==> src/rtl/mcu_spi_pkg.sv <==
// Shared constants for the MCU SPI target: client ids and FSM state encoding.
`timescale 1ns/1ps
package mcu_spi_pkg;

  // Client ids carried in byte 0 of every frame
  localparam logic [7:0] TARGET_HID = 8'd1;
  localparam logic [7:0] TARGET_OSD = 8'd2;
  localparam logic [7:0] TARGET_SDC = 8'd3;

  // Frame decode state
  localparam logic [1:0] ST_IDLE   = 2'd0;
  localparam logic [1:0] ST_TARGET = 2'd1;
  localparam logic [1:0] ST_CMD    = 2'd2;
  localparam logic [1:0] ST_DATA   = 2'd3;

endpackage

==> src/rtl/mcu_spi_target_spi_sync.sv <==
// Multi-stage synchroniser for one asynchronous SPI pin plus edge detect.
// Ports: clk, reset_n (async active-low), d (raw pin), q (synchronised level),
//        rise_c / fall_c (single-clk edge pulses, combinational from flops).
`timescale 1ns/1ps
module spi_sync #(
  parameter int unsigned SYNC_STAGES = 2,
  parameter logic        RESET_VAL   = 1'b0
) (
  input  logic clk,
  input  logic reset_n,
  input  logic d,
  output logic q,
  output logic rise_c,
  output logic fall_c
);

  logic [SYNC_STAGES-1:0] chain_q;
  logic [SYNC_STAGES-1:0] chain_d;
  logic                   prev_q;
  logic                   prev_d;

  always_comb begin
    chain_d = {chain_q[SYNC_STAGES-2:0], d};
    prev_d  = chain_q[SYNC_STAGES-1];
  end

  always_ff @(posedge clk or negedge reset_n) begin
    if (!reset_n) begin
      chain_q <= {SYNC_STAGES{RESET_VAL}};
      prev_q  <= RESET_VAL;
    end else begin
      chain_q <= chain_d;
      prev_q  <= prev_d;
    end
  end

  assign q      = chain_q[SYNC_STAGES-1];
  assign rise_c = q & ~prev_q;
  assign fall_c = ~q & prev_q;

endmodule

==> src/rtl/mcu_spi_target.sv <==
// SPI mode-0 target: byte 0 of a frame selects the client (target), byte 1 is the
// command (strobed with data_start), later bytes are payload. reply_in is shifted
// out on MISO, one byte per byte slot.
// Ports: clk, reset_n, spi_ss_n/spi_sck/spi_mosi (async inputs), spi_miso,
//        data_out/data_strobe/data_start/target (byte interface), reply_in.
`timescale 1ns/1ps
module mcu_spi_target
  import mcu_spi_pkg::*;
#(
  parameter int unsigned SYNC_STAGES = 2
) (
  input  logic       clk,
  input  logic       reset_n,
  input  logic       spi_ss_n,
  input  logic       spi_sck,
  input  logic       spi_mosi,
  output logic       spi_miso,
  output logic [7:0] data_out,
  output logic       data_strobe,
  output logic       data_start,
  output logic [7:0] target,
  input  logic [7:0] reply_in
);

  localparam int unsigned FLUSH_W = $clog2(SYNC_STAGES + 2);
  localparam logic [FLUSH_W-1:0] FLUSH_DONE = FLUSH_W'(SYNC_STAGES + 1);

  logic ss_q, ss_rise_c, ss_fall_c;
  logic sck_rise_c, sck_fall_c, sck_level_unused;
  logic mosi_q, mosi_rise_unused, mosi_fall_unused;

  spi_sync #(.SYNC_STAGES(SYNC_STAGES), .RESET_VAL(1'b1)) u_sync_ss (
    .clk(clk), .reset_n(reset_n), .d(spi_ss_n),
    .q(ss_q), .rise_c(ss_rise_c), .fall_c(ss_fall_c)
  );

  spi_sync #(.SYNC_STAGES(SYNC_STAGES), .RESET_VAL(1'b0)) u_sync_sck (
    .clk(clk), .reset_n(reset_n), .d(spi_sck),
    .q(sck_level_unused), .rise_c(sck_rise_c), .fall_c(sck_fall_c)
  );

  spi_sync #(.SYNC_STAGES(SYNC_STAGES), .RESET_VAL(1'b0)) u_sync_mosi (
    .clk(clk), .reset_n(reset_n), .d(spi_mosi),
    .q(mosi_q), .rise_c(mosi_rise_unused), .fall_c(mosi_fall_unused)
  );

  logic [1:0]         state_q, state_d;
  logic [2:0]         bit_cnt_q, bit_cnt_d;
  logic [7:0]         rx_q, rx_d;
  logic [7:0]         tx_q, tx_d;
  logic [7:0]         data_out_q, data_out_d;
  logic               strobe_q, strobe_d;
  logic               start_q, start_d;
  logic [7:0]         target_q, target_d;
  logic               armed_q, armed_d;
  logic [FLUSH_W-1:0] flush_q, flush_d;
  logic [7:0]         rx_byte;

  // Frame decode. The synchroniser reset value fakes SS high, so a reset taken
  // while SS is really low would look like an SS fall once the chain flushes;
  // armed_q only opens once SS is seen genuinely high after the flush.
  always_comb begin
    state_d    = state_q;
    bit_cnt_d  = bit_cnt_q;
    rx_d       = rx_q;
    tx_d       = tx_q;
    data_out_d = data_out_q;
    strobe_d   = 1'b0;
    start_d    = start_q;
    target_d   = target_q;
    flush_d    = (flush_q == FLUSH_DONE) ? flush_q : flush_q + FLUSH_W'(1);
    armed_d    = armed_q | ((flush_q == FLUSH_DONE) & ss_q);
    rx_byte    = {rx_q[6:0], mosi_q};

    if (state_q == ST_IDLE) begin
      if (ss_fall_c && armed_q) begin
        state_d   = ST_TARGET;
        bit_cnt_d = 3'd0;
        rx_d      = 8'd0;
        tx_d      = reply_in;
      end
    end else begin
      if (sck_rise_c) begin
        rx_d      = rx_byte;
        bit_cnt_d = bit_cnt_q + 3'd1;
        if (bit_cnt_q == 3'd7) begin
          tx_d = reply_in;
          case (state_q)
            ST_TARGET: begin
              target_d = rx_byte;
              state_d  = ST_CMD;
            end
            ST_CMD: begin
              data_out_d = rx_byte;
              start_d    = 1'b1;
              strobe_d   = 1'b1;
              state_d    = ST_DATA;
            end
            ST_DATA: begin
              data_out_d = rx_byte;
              start_d    = 1'b0;
              strobe_d   = 1'b1;
            end
            default: ;
          endcase
        end
      end else if (sck_fall_c && (bit_cnt_q != 3'd0)) begin
        // The falling edge right after a byte boundary keeps the freshly loaded MSB.
        tx_d = {tx_q[6:0], 1'b0};
      end
      // SS release wins over the state advance but not over a completing byte.
      if (ss_rise_c) begin
        state_d   = ST_IDLE;
        bit_cnt_d = 3'd0;
      end
    end
  end

  always_ff @(posedge clk or negedge reset_n) begin
    if (!reset_n) begin
      state_q    <= ST_IDLE;
      bit_cnt_q  <= 3'd0;
      rx_q       <= 8'd0;
      tx_q       <= 8'd0;
      data_out_q <= 8'd0;
      strobe_q   <= 1'b0;
      start_q    <= 1'b0;
      target_q   <= 8'd0;
      armed_q    <= 1'b0;
      flush_q    <= '0;
    end else begin
      state_q    <= state_d;
      bit_cnt_q  <= bit_cnt_d;
      rx_q       <= rx_d;
      tx_q       <= tx_d;
      data_out_q <= data_out_d;
      strobe_q   <= strobe_d;
      start_q    <= start_d;
      target_q   <= target_d;
      armed_q    <= armed_d;
      flush_q    <= flush_d;
    end
  end

  assign spi_miso    = tx_q[7];
  assign data_out    = data_out_q;
  assign data_strobe = strobe_q;
  assign data_start  = start_q;
  assign target      = target_q;

endmodule

==> config.mk <==
export PLATFORM = sky130hd
export DESIGN_NAME = mcu_spi_target
export DESIGN_NICKNAME = d
export VERILOG_FILES = /design/src/rtl/mcu_spi_pkg.sv /design/src/rtl/mcu_spi_target_spi_sync.sv /design/src/rtl/mcu_spi_target.sv
export SDC_FILE = /design/constraint.sdc
export NUM_CORES = 1
export LEC_CHECK = 0
export ABC_AREA = 1
export ABC_CLOCK_PERIOD_IN_PS = 3500
export CORE_AREA = 8 8 75 77
export CTS_CLUSTER_SIZE = 8
export DETAILED_ROUTE_END_ITERATION = 6
export DIE_AREA = 0 0 83 85
export PLACE_DENSITY_LB_ADDON = 0.05
export REMOVE_ABC_BUFFERS = 1
export SLEW_MARGIN = 20
export SYNTH_ARGS = -nofsm -noshare
export SYNTH_HDL_FRONTEND = slang
export SYNTH_SLANG_ARGS = --single-unit
==> constraint.sdc <==
create_clock -name clk -period 3.5 [get_ports clk]
set_input_delay 0.875 -clock clk [delete_from_list [all_inputs] [get_ports clk]]
set_output_delay 0.875 -clock clk [all_outputs]
set_load 0.005 [all_outputs]
After elaboration in Yosys (flattened, before gate mapping)
Index checks and enable logic that the tools add are counted. W data, S select, Z words.

Input port bits: 13. Logic and storage cells: 76. Register bits: 49. Output and inout port bits: 19.

Reduce and logical (&&, ||, !) cells: 18. Muxes and demuxes: 23. Bitwise gates (word level): 11. Add/subtract/negate cells: 2. Eq/ne operators: 7.

Operator list (number): $mux W8 (5); $mux W7 (3); $reduce_and A4 Y1 (4); $mux W3 (4); $reduce_bool A3 Y1 (4); $mux W2 (5); $eq A2 B2 Y1 const B (3); $and A1 B1 Y1 (5); $not A1 Y1 (5); $mux W1 (4); $pmux W2 S2 (1); $reduce_and A2 Y1 (2); $reduce_bool A2 Y1 (2); $reduce_bool A4 Y1 (1); $add A3 B1 Y3 const B (1); $eq A3 B3 Y1 const B (1); $ne A3 B1 Y1 const B (1); $reduce_and A3 Y1 (1); $add A2 B1 Y2 const B (1); $eq A2 B1 Y1 const B (1); $logic_and A1 B1 Y1 (2); $logic_not A2 Y1 (1); $ne A2 B1 Y1 const B (1); $pmux W1 S2 (1); 2 further kinds (2).

Longest topological paths before layout
Depth after elaboration: 6. Depth in mapped cells: 9. Mapped depth without buffers: 8.

Cells and area by module
A second synthesis with hierarchy kept.

Cell total of the unflattened synthesis: 214. Area, all modules: 2078.2 µm².

Modules (own cells, without submodules): mcu_spi_target (times used 1, area an instance 1804.2 µm², seq. area each 1026.0 µm², cells each 193); spi_sync (u_sync_mosi ...) (times used 2, area an instance 90.1 µm², seq. area each 75.1 µm², cells each 7); spi_sync (u_sync_ss) (times used 1, area an instance 93.8 µm², seq. area each 78.8 µm², cells each 7).

Least setup slack after synthesis
Ideal clock, no wire load.

Kind: reg2reg. Start: register state_q[0]. End: register tx_q[1]. Library setup time: 117 ps. Required time: 3383 ps. Slack: 2112 ps. Path buffers: 1. Clock period less this slack: 1388 ps. Cell stages (with the launch flop): 9. Arrival: 1272 ps. Cells stage by stage: dfrtp_1 inv_1 ha_1 inv_2 buf_4 nand3_4 nand2_2 nand2_1 nand2_1.

Longest elaborated chain between the ends: 3. Elaborated cells on any way between the ends: 6. Those cells by class: eq/ne (2); mux (1); reduce/logical (3).

RTL lines: from (decl) (RTL line mcu_spi_target.sv:47) `logic [1:0] state_q, state_d;`; from (signal assigned) (RTL line mcu_spi_target.sv:132) `state_q <= state_d;`; $logic_not A2 Y1 * (RTL line mcu_spi_target.sv:75) `if (state_q == ST_IDLE) begin`; $ne A3 B1 Y1 (no source line) (tied with other cells); $reduce_and A3 Y1 (no source line); to (signal assigned) (RTL line mcu_spi_target.sv:135) `tx_q <= tx_d;`; to (decl) (RTL line mcu_spi_target.sv:50) `logic [7:0] tx_q, tx_d;`.

Every way passes the cells marked *; elsewhere a longest branch is shown, timed or not. A chain may end at the register's enable or synchronous reset.

Worst setup path after layout
Start: register target_q[6] (netlist: target[6]). End: output port target[6].

RTL lines: from (decl) (RTL line mcu_spi_target.sv:54) `logic [7:0] target_q, target_d;`; from (signal assigned) (RTL line mcu_spi_target.sv:139) `target_q <= target_d;`; to (decl) (RTL line mcu_spi_target.sv:21) `output logic [7:0] target,`.

No word-level cell between the ends.

==> impl_metrics.ini <==
[power]
vdd_drop_max_mv = 0.306
p_int_uw = 959
p_per_area_mw_per_mm2 = 586
p_sw_share_pct = 36.7
p_switching_uw = 556
seqPwrFrac_pct = 46.9
p_clk_share_pct = 21.2
p_comb_share_pct = 31.9
p_leak_uw = 0.00124

[worst_setup_path]
crit_family = buffers and inverters
crit_chain = clkdlybuf4s50_1
worst_ep_arrival_time_ns = 1.18
endpoint_kind = output pin
r2r_slack_ns = 1.83
setup.worst_path.class = flop to output pin
critical_path_required_ns = 2.62
critical-path-max-stage-delay_ns = 0.50
setup.worst_path.start_class = flop
slowest_stage = clkdlybuf4s50_1
crit_path_max_fanout = 2
path_buf_inv = 1

[die]
core_mm2 = 0.00454
dieArea_mm2 = 0.00706
start_util_pct = 47.5
num_rows = 25
die_h_um = 85
io-pin-count = 32
fp.dieW_um = 83

[finish]
multi_input_area_um2 = 822
regArea_mm2 = 0.00123
drive_gt1_share_pct = 17.6
nets = 265
n_fill_cell = 380
fin_util_pct = 56.9
syn_to_final_growth_pct = 19.9
diodes = 0

[drt]
via_count = 1503
drc_errors = 0
drtIter0Drc = 81
post_drt_wl_per_cell_um = 13.4
dr.pass1.iters = 4
drt_wl_total_um = 4020
via_per_inst = 5.03
postRouteAntennaNets = 0

[global_route]
grtUsageTotal_pct = 11.8
first_global_vias = 1497
grt_max_degree = 50
grt-ovfl-total = 0
antenna_found_initial = 0
grt_first_pass_wirelength_um = 6960

[cts]
cts_hold_buf = 0
cts_num_sinks = 49
cts_setup_buffers = 0
cts_tree = built
clk_path_buf_depth = 2
cts_buffers = 5
root_buffer = clkbuf_8
clock_latency_ns = 0.30
cts_resized = 0
ctsHtreeMaxLevel = 2
clkTransAtPathRegs_ns = 0.09

[yosys]
synth_area_mm2 = 0.00215
seq_area_frac_synth_pct = 57.1
yosysMostFrequentCell = nand2_1
synth_cells = 210
async_flop_share_pct = 100
ys_seq_elements = 49
yosysUniqueCellTypes = 23
synth_common_cells = nand2_1, dfrtp_1, nand3_1
avgSynthCellArea_um2 = 10.3
synth_edf_count = 0
synth_top_cell_area_share_pct = 53.4
synthTopCellsByArea = dfrtp_1, nand2_1, o21ai_2
yosys.area.top_type = dfrtp_1
synth_ff_type = dfrtp_1
yosysWarnings = 0

[sta]
fin_skew_ns = 0.0114
fin_setup_tns_ns = 0
fmax_mhz = 488
rsz0062_at_grt = false
relSlewSlack_pct = 60.5
period_share_pct = 58.6
hold_viol_final = 0
setup_viol = 0
period_needed_ns = 2.05
worst_pin_slew_ns = 0.592
drv_slew = 0

[run]
max-cap-violations = 0

[status]
status = completed

[placement]
hpwl_um = 2890
io_buffers = 31
place_congestion = 0.748

[worst_hold_path]
holdCritPathClass = flop to flop
==> cells in the final DEF, fill, tap and decap left out, types with 3 or more instances in the layout <==
cell type	n
dfstp_2	3
inv_1	16
dfrtp_1	46
nor2_1	3
nand3_1	21
ha_1	8
nand2_1	63
nand4_1	3
clkdlybuf4s50_1	30
nand2_2	6
clkbuf_8	5
o22ai_1	7
o21ai_2	17
==> cell families (layout without fill, tap and decap cells) <==
group	count (synthesis)	in the layout	synth area share [%]
buf+inv	22	57	4.76
fa+ha+maj	8	8	4.65
mux	1	1	0.523
compound gates	27	27	9.87
flops	49	49	57.1
simple gates	102	102	22.7
xor+xnor	1	1	0.407
==> worst reg2reg max path: stages, from the launching register on <==
cell,delay (ns)
dfrtp_1,0.41
inv_1,0.08
ha_1,0.29
nand2_1,0.41
nand2_2,0.21
nand2_1,0.11
nand2_1,0.06
==> final cells by class <==
type	count	area share, %
tap	54	2.62
clock buffer	6	2.81
sequential	49	47.6
multi-input combinational	139	31.8
inverter	18	2.62
clock inverter	2	0.581
timing repair buffer	31	11.9
==> worst paths after layout <==
path                                  startpoint               endpoint  depth (start not counted)
min in group asynchronous                reset_n              target[5]                          1
max in group asynchronous                reset_n      u_sync_sck.prev_q                          1
min reg2reg                u_sync_sck.chain_q[0]  u_sync_sck.chain_q[1]                          0
max reg2reg                           state_q[0]                tx_q[5]                          6
max                                    target[6]              target[6]                          1
min                        u_sync_sck.chain_q[0]  u_sync_sck.chain_q[1]                          0
==> power groups by stage <==
stage,logic [uW],clock network (uW),registers [uW]
2_1_floorplan,362,0,711
3_3_place_gp,465,0,715
3_5_place_dp,490,0,722
4_1_cts,492,335,710
5_1_grt,559,359,720
6_report,484,321,710
==> sequential cells by signal, indices dropped and copies added, names as in the netlist <==
signal,count
target,8
bit_cnt_q,3
rx_q,7
data_strobe,1
tx_q,8
u_sync_ss.chain_q,2
u_sync_sck.prev_q,1
u_sync_ss.prev_q,1
data_start,1
state_q,2
armed_q,1
data_out,8
u_sync_mosi.chain_q,2
flush_q,2
u_sync_sck.chain_q,2
==> stage by stage <==
step	cells	instance area, um2	worst slack [ns]	total power, uW	hold slack (ns)
floorplan	206	2120	2.12	1070	0.331
global placement	291	2490	1.74	1180	0.337
detailed placement	291	2490	1.68	1210	0.336
CTS	299	2580	1.42	1540	0.356
global route	299	2580	1.38	1640	0.358
finish	299	2580	1.45	1510	0.351
==> layer usage <==
metal | wire length (um) | global-route usage [%] | up-vias
li1 | - | - | 751
met1 | 1730 | 13.8 | 713
met2 | 2000 | 19.4 | 33
met3 | 239 | 4.60 | 6
met4 | 48 | 3.83 | 0
met5 | 0 | 0 | -
Note: power is estimated with default switching activity, not from simulation.
